File: config.mk
export PLATFORM = sky130hd
export DESIGN_NAME = rnd_seq_controller_flat
export DESIGN_NICKNAME = d
export VERILOG_FILES = /design/src/rtl/rnd_seq_if.sv /design/src/rtl/rnd_seq_controller.sv /design/src/flat_wrapper.sv
export SDC_FILE = /design/constraint.sdc
export NUM_CORES = 1
export LEC_CHECK = 0
export BUFFER_PORTS_ARGS = -buffer_cell sky130_fd_sc_hd__buf_2
export CAP_MARGIN = 20
export CORE_ASPECT_RATIO = 1.25
export CORE_MARGIN = 2
export CORE_UTILIZATION = 54
export CTS_BUF_LIST = sky130_fd_sc_hd__clkbuf_8
export CTS_CLUSTER_DIAMETER = 150
export CTS_CLUSTER_SIZE = 40
export DETAILED_ROUTE_END_ITERATION = 7
export PLACE_DENSITY = 0.78
export SETUP_SLACK_MARGIN = 0.5
export SLEW_MARGIN = 20
export SYNTH_ARGS = -nofsm -noshare
export SYNTH_HDL_FRONTEND = slang
export SYNTH_SLANG_ARGS = --single-unit
File: constraint.sdc
create_clock -name clk -period 1.55 [get_ports clk]
set_input_delay 0.0775 -clock clk [delete_from_list [all_inputs] [get_ports clk]]
set_output_delay 0.0775 -clock clk [all_outputs]
set_load 0.1 [all_outputs]
File: src/rtl/rnd_seq_if.sv
// Handshake bundle between the hash round sequencer and its controller.
// The stall signal exists only when RND_STALL_EN is defined.
interface rnd_seq_if #(
    parameter int CNT_W = 6
);
    logic             start_rnd;
    logic [CNT_W-1:0] rounds_cfg;
    logic             abort;
`ifdef RND_STALL_EN
    logic             stall;
`endif
    logic             x_init;
    logic             co_init;
    logic             x_en;
    logic             co_en;
    logic [CNT_W-1:0] rnd_idx;
    logic             last_rnd;
    logic             busy;
    logic             done_rnd;
    logic             done_pulse;

    modport master (
`ifdef RND_STALL_EN
        output stall,
`endif
        output start_rnd, rounds_cfg, abort,
        input  x_init, co_init, x_en, co_en,
        input  rnd_idx, last_rnd, busy,
        input  done_rnd, done_pulse
    );

    modport slave (
`ifdef RND_STALL_EN
        input  stall,
`endif
        input  start_rnd, rounds_cfg, abort,
        output x_init, co_init, x_en, co_en,
        output rnd_idx, last_rnd, busy,
        output done_rnd, done_pulse
    );
endinterface

File: src/rtl/rnd_seq_controller.sv
// Round sequencer: IDLE -> INIT -> RUN (N rounds) -> DONE -> IDLE.
// Optional RND_STALL_EN adds a stall input that freezes RUN progress.
module rnd_seq_controller #(
    parameter int ROUNDS = 64
) (
    input logic     clk,
    input logic     rst_n,
    rnd_seq_if.slave bus
);
    localparam int CNT_W = $clog2(ROUNDS);
    localparam logic [CNT_W-1:0] LAST_MAX = CNT_W'(ROUNDS - 1);

    typedef enum logic [1:0] {
        S_IDLE,
        S_INIT,
        S_RUN,
        S_DONE
    } state_t;

    state_t           state_q, state_d;
    logic [CNT_W-1:0] cnt_q, cnt_d;
    logic [CNT_W-1:0] last_q, last_d;
    logic             stall_w;
    logic             run_w;
    logic             at_last;

`ifdef RND_STALL_EN
    assign stall_w = bus.stall;
`else
    assign stall_w = 1'b0;
`endif

    always_ff @(posedge clk or negedge rst_n) begin
        if (!rst_n) begin
            state_q <= S_IDLE;
            cnt_q   <= '0;
            last_q  <= LAST_MAX;
        end else begin
            state_q <= state_d;
            cnt_q   <= cnt_d;
            last_q  <= last_d;
        end
    end

    assign at_last = (cnt_q == last_q);

    always_comb begin
        state_d = state_q;
        cnt_d   = cnt_q;
        last_d  = last_q;
        unique case (state_q)
            S_IDLE: begin
                cnt_d = '0;
                if (bus.start_rnd && !bus.abort) begin
                    state_d = S_INIT;
                    // last_q holds N-1 so a zero config maps to ROUNDS
                    if (bus.rounds_cfg == '0) begin
                        last_d = LAST_MAX;
                    end else begin
                        last_d = bus.rounds_cfg - 1'b1;
                    end
                end
            end
            S_INIT: begin
                cnt_d   = '0;
                state_d = bus.abort ? S_IDLE : S_RUN;
            end
            S_RUN: begin
                if (bus.abort) begin
                    state_d = S_IDLE;
                    cnt_d   = '0;
                end else if (!stall_w) begin
                    if (at_last) begin
                        state_d = S_DONE;
                    end else begin
                        cnt_d = cnt_q + 1'b1;
                    end
                end
            end
            S_DONE: begin
                state_d = S_IDLE;
                cnt_d   = '0;
            end
            default: begin
                state_d = S_IDLE;
                cnt_d   = '0;
            end
        endcase
    end

    assign run_w          = (state_q == S_RUN);
    assign bus.x_init     = (state_q == S_INIT);
    assign bus.co_init    = (state_q == S_INIT);
    assign bus.x_en       = run_w && !stall_w;
    assign bus.co_en      = run_w && !stall_w;
    assign bus.rnd_idx    = cnt_q;
    assign bus.last_rnd   = run_w && at_last;
    assign bus.busy       = (state_q != S_IDLE);
    assign bus.done_rnd   = (state_q == S_IDLE);
    assign bus.done_pulse = (state_q == S_DONE);
endmodule

File: src/flat_wrapper.sv
// flat-port wrapper written by rule: the top's interface ports become plain ports
module rnd_seq_controller_flat 
#(
    parameter int ROUNDS = 64
)
  (clk, rst_n, bus_start_rnd, bus_rounds_cfg, bus_abort, bus_x_init, bus_co_init, bus_x_en, bus_co_en, bus_rnd_idx, bus_last_rnd, bus_busy, bus_done_rnd, bus_done_pulse);
  rnd_seq_if #(.CNT_W((6))) bus_i ();
  input logic clk;
  input logic rst_n;
  input wire logic [$bits(bus_i.start_rnd)-1:0] bus_start_rnd;
  input wire logic [$bits(bus_i.rounds_cfg)-1:0] bus_rounds_cfg;
  input wire logic [$bits(bus_i.abort)-1:0] bus_abort;
  output wire logic [$bits(bus_i.x_init)-1:0] bus_x_init;
  output wire logic [$bits(bus_i.co_init)-1:0] bus_co_init;
  output wire logic [$bits(bus_i.x_en)-1:0] bus_x_en;
  output wire logic [$bits(bus_i.co_en)-1:0] bus_co_en;
  output wire logic [$bits(bus_i.rnd_idx)-1:0] bus_rnd_idx;
  output wire logic [$bits(bus_i.last_rnd)-1:0] bus_last_rnd;
  output wire logic [$bits(bus_i.busy)-1:0] bus_busy;
  output wire logic [$bits(bus_i.done_rnd)-1:0] bus_done_rnd;
  output wire logic [$bits(bus_i.done_pulse)-1:0] bus_done_pulse;
  assign bus_i.start_rnd = bus_start_rnd;
  assign bus_i.rounds_cfg = bus_rounds_cfg;
  assign bus_i.abort = bus_abort;
  assign bus_x_init = bus_i.x_init;
  assign bus_co_init = bus_i.co_init;
  assign bus_x_en = bus_i.x_en;
  assign bus_co_en = bus_i.co_en;
  assign bus_rnd_idx = bus_i.rnd_idx;
  assign bus_last_rnd = bus_i.last_rnd;
  assign bus_busy = bus_i.busy;
  assign bus_done_rnd = bus_i.done_rnd;
  assign bus_done_pulse = bus_i.done_pulse;
  rnd_seq_controller #(.ROUNDS(ROUNDS)) u_core (.clk(clk), .rst_n(rst_n), .bus(bus_i));
endmodule
==> impl_metrics.csv, run 1 <==
group,metric,value,unit
run_status,outcome,"aborted with a tool error",
run_status,failing_step,"clock tree synthesis (4_1_cts)",
run_status,error_line,"[ERROR DPL-0038] Utilization greater than 100%, impossible to legalize",
synthesis,synth_area_leader_cell,"dfrtp_1",
place,place_hpwl,1867,um
cts,h-tree-depth,1,
synthesis,yosys_warnings,0,
floorplan,start_util,59.38,%
synthesis,postSynthCellCount,103,
floorplan,pin_count,24,
place,gp_congestion,0.8882,
cts,cts_buffers,3,
synthesis,synth_flop_cell,"dfrtp_1",
synthesis,syn_nets,116,
synthesis,synth_seq_cells,14,
cts,cts_resized,82,
floorplan,chipHeight,50.92,um
cts,clock-sinks,14,
cts,cts_root_buffer,"clkbuf_8",
place,portBuffers,23,
synthesis,synth_top_area_share,21.05,%
synthesis,ys_seq_area_share,37.63,%
cts,cts_setup_buffers,6,
synthesis,syn_area_per_cell,9.232,sq um
floorplan,die_w,41.54,um
synthesis,syn_area,950.9,sq um
floorplan,rows,16,
synthesis,synth_edf_count,0,
synthesis,synth_cell_types,36,
synthesis,synth-async-reset-ratio,100.0,%
synthesis,synth.area.top_cells,"dfrtp_1 (21%), dfstp_2 (17%), xor2_1 (7.4%), a21oi_1 (4.2%), ha_1 (3.9%)",
cts,clockBufferDepth,2,
cts,cts-hold-fix-buffers,2,
-- cells by family after synthesis --
kind of cell             Yosys count  share of synthesized area (%)
buffers and inverters             11                          5.658
XOR/XNOR                          10                          9.211
multiplexers                       1                          1.053
AND/OR/NAND/NOR                   45                          28.82
flip-flops                        14                          37.63
AO/OA/AOI/OAI                     19                          13.68
adder cells (fa/ha/maj)            3                          3.948
-- cells in the mapped netlist (3+ instances only) --
master	n
nand4_1	3
nand3_1	3
dfrtp_1	8
ha_1	3
a21oi_1	8
nor4_2	3
nor2_1	8
inv_1	7
dfstp_2	6
nand2b_1	4
xor2_1	8
nand2_1	8
buf_4	3
-- through the flow --
step	area [sq um]	hold WS, ns	instances	setup WS (ns)
floorplan	1018	-0.2181	103	-0.3886
global placement	1214	-0.02132	149	0.01598
detailed placement	1214	-0.01099	149	-0.03645
==> run 2, diff against run 1 <==
==> config.mk (replaced) <==
export PLATFORM = sky130hd
export DESIGN_NAME = rnd_seq_controller_flat
export DESIGN_NICKNAME = d
export VERILOG_FILES = /design/src/rtl/rnd_seq_if.sv /design/src/rtl/rnd_seq_controller.sv /design/src/flat_wrapper.sv
export SDC_FILE = /design/constraint.sdc
export NUM_CORES = 1
export LEC_CHECK = 0
export BUFFER_PORTS_ARGS = -buffer_cell sky130_fd_sc_hd__buf_2
export CAP_MARGIN = 20
export CORE_AREA = 2 2 63 65
export DETAILED_ROUTE_END_ITERATION = 7
export DIE_AREA = 0 0 65 67
export PLACE_DENSITY_LB_ADDON = 0.15
export SLEW_MARGIN = 20
export SYNTH_ARGS = -nofsm -noshare
export SYNTH_HDL_FRONTEND = slang
export SYNTH_SLANG_ARGS = --single-unit
==> run 2 against run 1 <==
The flow now finishes, with violations (setup timing). Synthesized area stayed put. Synthesized cell count stayed put.
==> impl_metrics.csv, run 2 <==
group,metric,value,unit
drt,wire_per_inst,12.85,um
floorplan,pin_count,24,
worst_setup_path,r2r_start,"u_core.bus.rnd_idx[5]",
timing,fin_crit,1.696,ns
drt,postRouteAntennaNets,0,
synthesis,yosys_warnings,0,
worst_setup_path,start_kind,"register",
synthesis,postSynthCellCount,103,
grt,grt_max_degree,15,
pwr,p_seq_share,40.6,%
cells_and_area,syn2layout_area_growth,58.68,%
pwr,total_leakage_power,0.6382,nW
cts,clock_latency,0.25,ns
grt,grt_pass1_vias,927,
drt,vias,879,
timing,drv_slew,0,
timing,clock_skew,0.005469,ns
cells_and_area,nFillCells,372,
pwr,internal-power,0.7570,mW
pwr,swShare,36.35,%
place,place_hpwl,1788,um
worst_setup_path,path_class,"register to output port",
grt,grt_usage,12.79,%
worst_hold_path,worst_hold_path.num_cells,3,
cells_and_area,layout_common_cells,"buf_2 (21), buf_4 (11), nand2_1 (8), a21oi_1 (8), nor2_1 (7)",
floorplan,coreArea,3606,sq um
cells_and_area,diodes,0,
synthesis,ys_top_cells_by_count,"a21oi_1 (8), dfrtp_1 (8), nand2_1 (8), nor2_1 (8), xor2_1 (8)",
place,gp_congestion,0.8477,
worst_setup_path,worst-r2r-setup-slack,-0.02,ns
synthesis,ys_seq_area_share,37.63,%
pwr,vdd_drop_max,0.0003213,V
pwr,p_sw,0.4322,mW
timing,finalHoldViolations,0,
cts,cts_root_buffer,"clkbuf_8",
timing,setup_viol,5,
cells_and_area,nNetsFinal,155,
drt,initialDrtViolationCount,50,
place,place_area,1245,sq um
drt,viasPerCell,4.651,
synthesis,synth_flop_cell,"dfrtp_1",
cts,cts_tree,"built",
cts,cts_buffers,3,
worst_setup_path,crit_arrival,1.62,ns
timing,slew_headroom,67.82,%
drt,drt-total-wl,2428,um
pwr,power_frac_comb,33.4,%
worst_setup_path,crit_path_max_fanout,2,
worst_setup_path,timing.rr.end,"u_core.bus.rnd_idx[0]",
synthesis,synth.area.top_cells,"dfrtp_1 (21%), dfstp_2 (17%), xor2_1 (7.4%), a21oi_1 (4.2%), ha_1 (3.9%)",
synthesis,syn_area_per_cell,9.232,sq um
synthesis,synth_seq_cells,14,
synthesis,synth_area_leader_cell,"dfrtp_1",
floorplan,chipHeight,67,um
worst_hold_path,min_to,"u_core.last_q[5]",
floorplan,die_w,65,um
worst_setup_path,critical_path_required,1.47,ns
timing,worst_pin_slew,0.4860,ns
synthesis,syn_area,950.9,sq um
synthesis,synth_edf_count,0,
place,portBuffers,23,
run_status,violations,"setup timing",
pwr,powerDensity,788.1,nW/um^2
timing,fin_ws,-0.1465,ns
worst_hold_path,hp-start,"bus_rounds_cfg[5]",
synthesis,synth_cell_types,36,
worst_hold_path,hp-class,"input port to register",
floorplan,start_util,26.37,%
synthesis,synth-async-reset-ratio,100.0,%
worst_setup_path,reg2reg_depth,6,
cells_and_area,drive_gt1_share,58.16,%
pwr,pwr-share-clk,26.0,%
run_status,outcome,"complete, but fails checks",
grt,grt_pass1_wl,4174,um
grt,overflow,0,
timing,timing.final.crit_share,109.5,%
cts,clockBufferDepth,2,
timing,max_freq,589.5,MHz
drt,drcViolationCount,0,
cts,clock-sinks,14,
worst_setup_path,end_kind,"output port",
timing,rsz0062_at_grt,"true",
drt,dr.pass1.iters,4,
synthesis,syn_nets,116,
cts,h-tree-depth,1,
cells_and_area,final_common_cell,"buf_2",
job,max_cap_violations,0,
synthesis,synth_top_area_share,21.05,%
floorplan,dieArea,4355,sq um
pwr,p_total,1.189,mW
cells_and_area,design_area,1509,sq um
grt,antenna_found_initial,0,
floorplan,rows,22,
cts,cts.clk_slew.worst_paths,0.06,ns
-- run 2: cell counts after synthesis --
Identical to the previous run, type by type.
-- run 2: critical path, stage by stage (launching register included) --
cell	delay [ns]
dfrtp_4	0.48
xor2_2	0.16
nor4_4	0.32
and3_4	0.24
buf_12	0.17
-- run 2: what timing repair did --
item	in CTS	in global routing
gates resized for setup	17	12
pin swaps	4	6
endpoints found under the setup margin	8	13
hold buffers	2	0
buffers inserted	2	1
hold endpoints to repair	9	0
-- run 2: per-layer routing --
| metal | part of all wire (%) | global-route usage, % |
|---|---|---|
| met5 | 0 | 0 |
| met4 | 2.3 | 8.511 |
| met3 | 3.2 | 2.365 |
| met2 | 49 | 21.65 |
| met1 | 46 | 14.67 |
-- run 2: kinds of logic (layout without fill, tap and decap cells) --
logic type               Yosys count  after routing  synth area share (%)
AND/OR/NAND/NOR                   45             45                 28.82
AO/OA/AOI/OAI                     19             19                 13.68
XOR/XNOR                          10             10                 9.211
adder cells (fa/ha/maj)            3              3                 3.948
buffers and inverters             11             49                 5.658
flip-flops                        14             14                 37.63
multiplexers                       1              1                 1.053
-- run 2: how the worst max path moves through the flow --
stage | from | endpoint | slack, ns | cells past startpoint
3_5_place_dp | u_core.bus.rnd_idx[4] | bus_last_rnd | -0.06 | 4
2_1_floorplan | u_core.state_q[0] | u_core.last_q[2] | -0.39 | 5
4_1_cts | u_core.last_q[1] | bus_last_rnd | -0.18 | 4
3_3_place_gp | u_core.bus.rnd_idx[4] | bus_last_rnd | -0.04 | 4
5_1_grt | u_core.last_q[5] | bus_last_rnd | -0.20 | 4
6_report | u_core.bus.rnd_idx[5] | bus_last_rnd | -0.15 | 4
-- run 2: power groups by stage --
stage	Sequential (mW)	Clock [mW]	Combinational, mW
floorplan	0.468	0	0.242
global placement	0.469	0	0.327
detailed placement	0.470	0	0.328
CTS	0.476	0.318	0.383
global route	0.491	0.334	0.427
finish	0.483	0.309	0.398
-- run 2: layout make-up --
cell class	count	area [sq um]	share of cell area, %
multi-input combinational	78	723.2	47.93
sequential	14	380.4	25.21
timing repair buffer	38	270.3	17.91
tap	48	60.06	3.980
clock buffer	4	45.04	2.985
inverter	7	30.03	1.990
-- run 2: metrics by stage --
stage	setup TNS, ns	hold slack, ns	setup slack, ns	cells	utilization [%]
CTS	-0.3381	0.1145	-0.1828	188	39.52
floorplan	-3.070	-0.2181	-0.3888	103	-
finish	-0.2009	0.1172	-0.1465	189	41.85
detailed placement	-0.2887	-0.0008614	-0.06434	180	34.52
global placement	-0.1455	0.002140	-0.04374	180	34.52
global route	-0.5478	0.1387	-0.1998	189	41.85
Power figures use the tool's default switching activity.
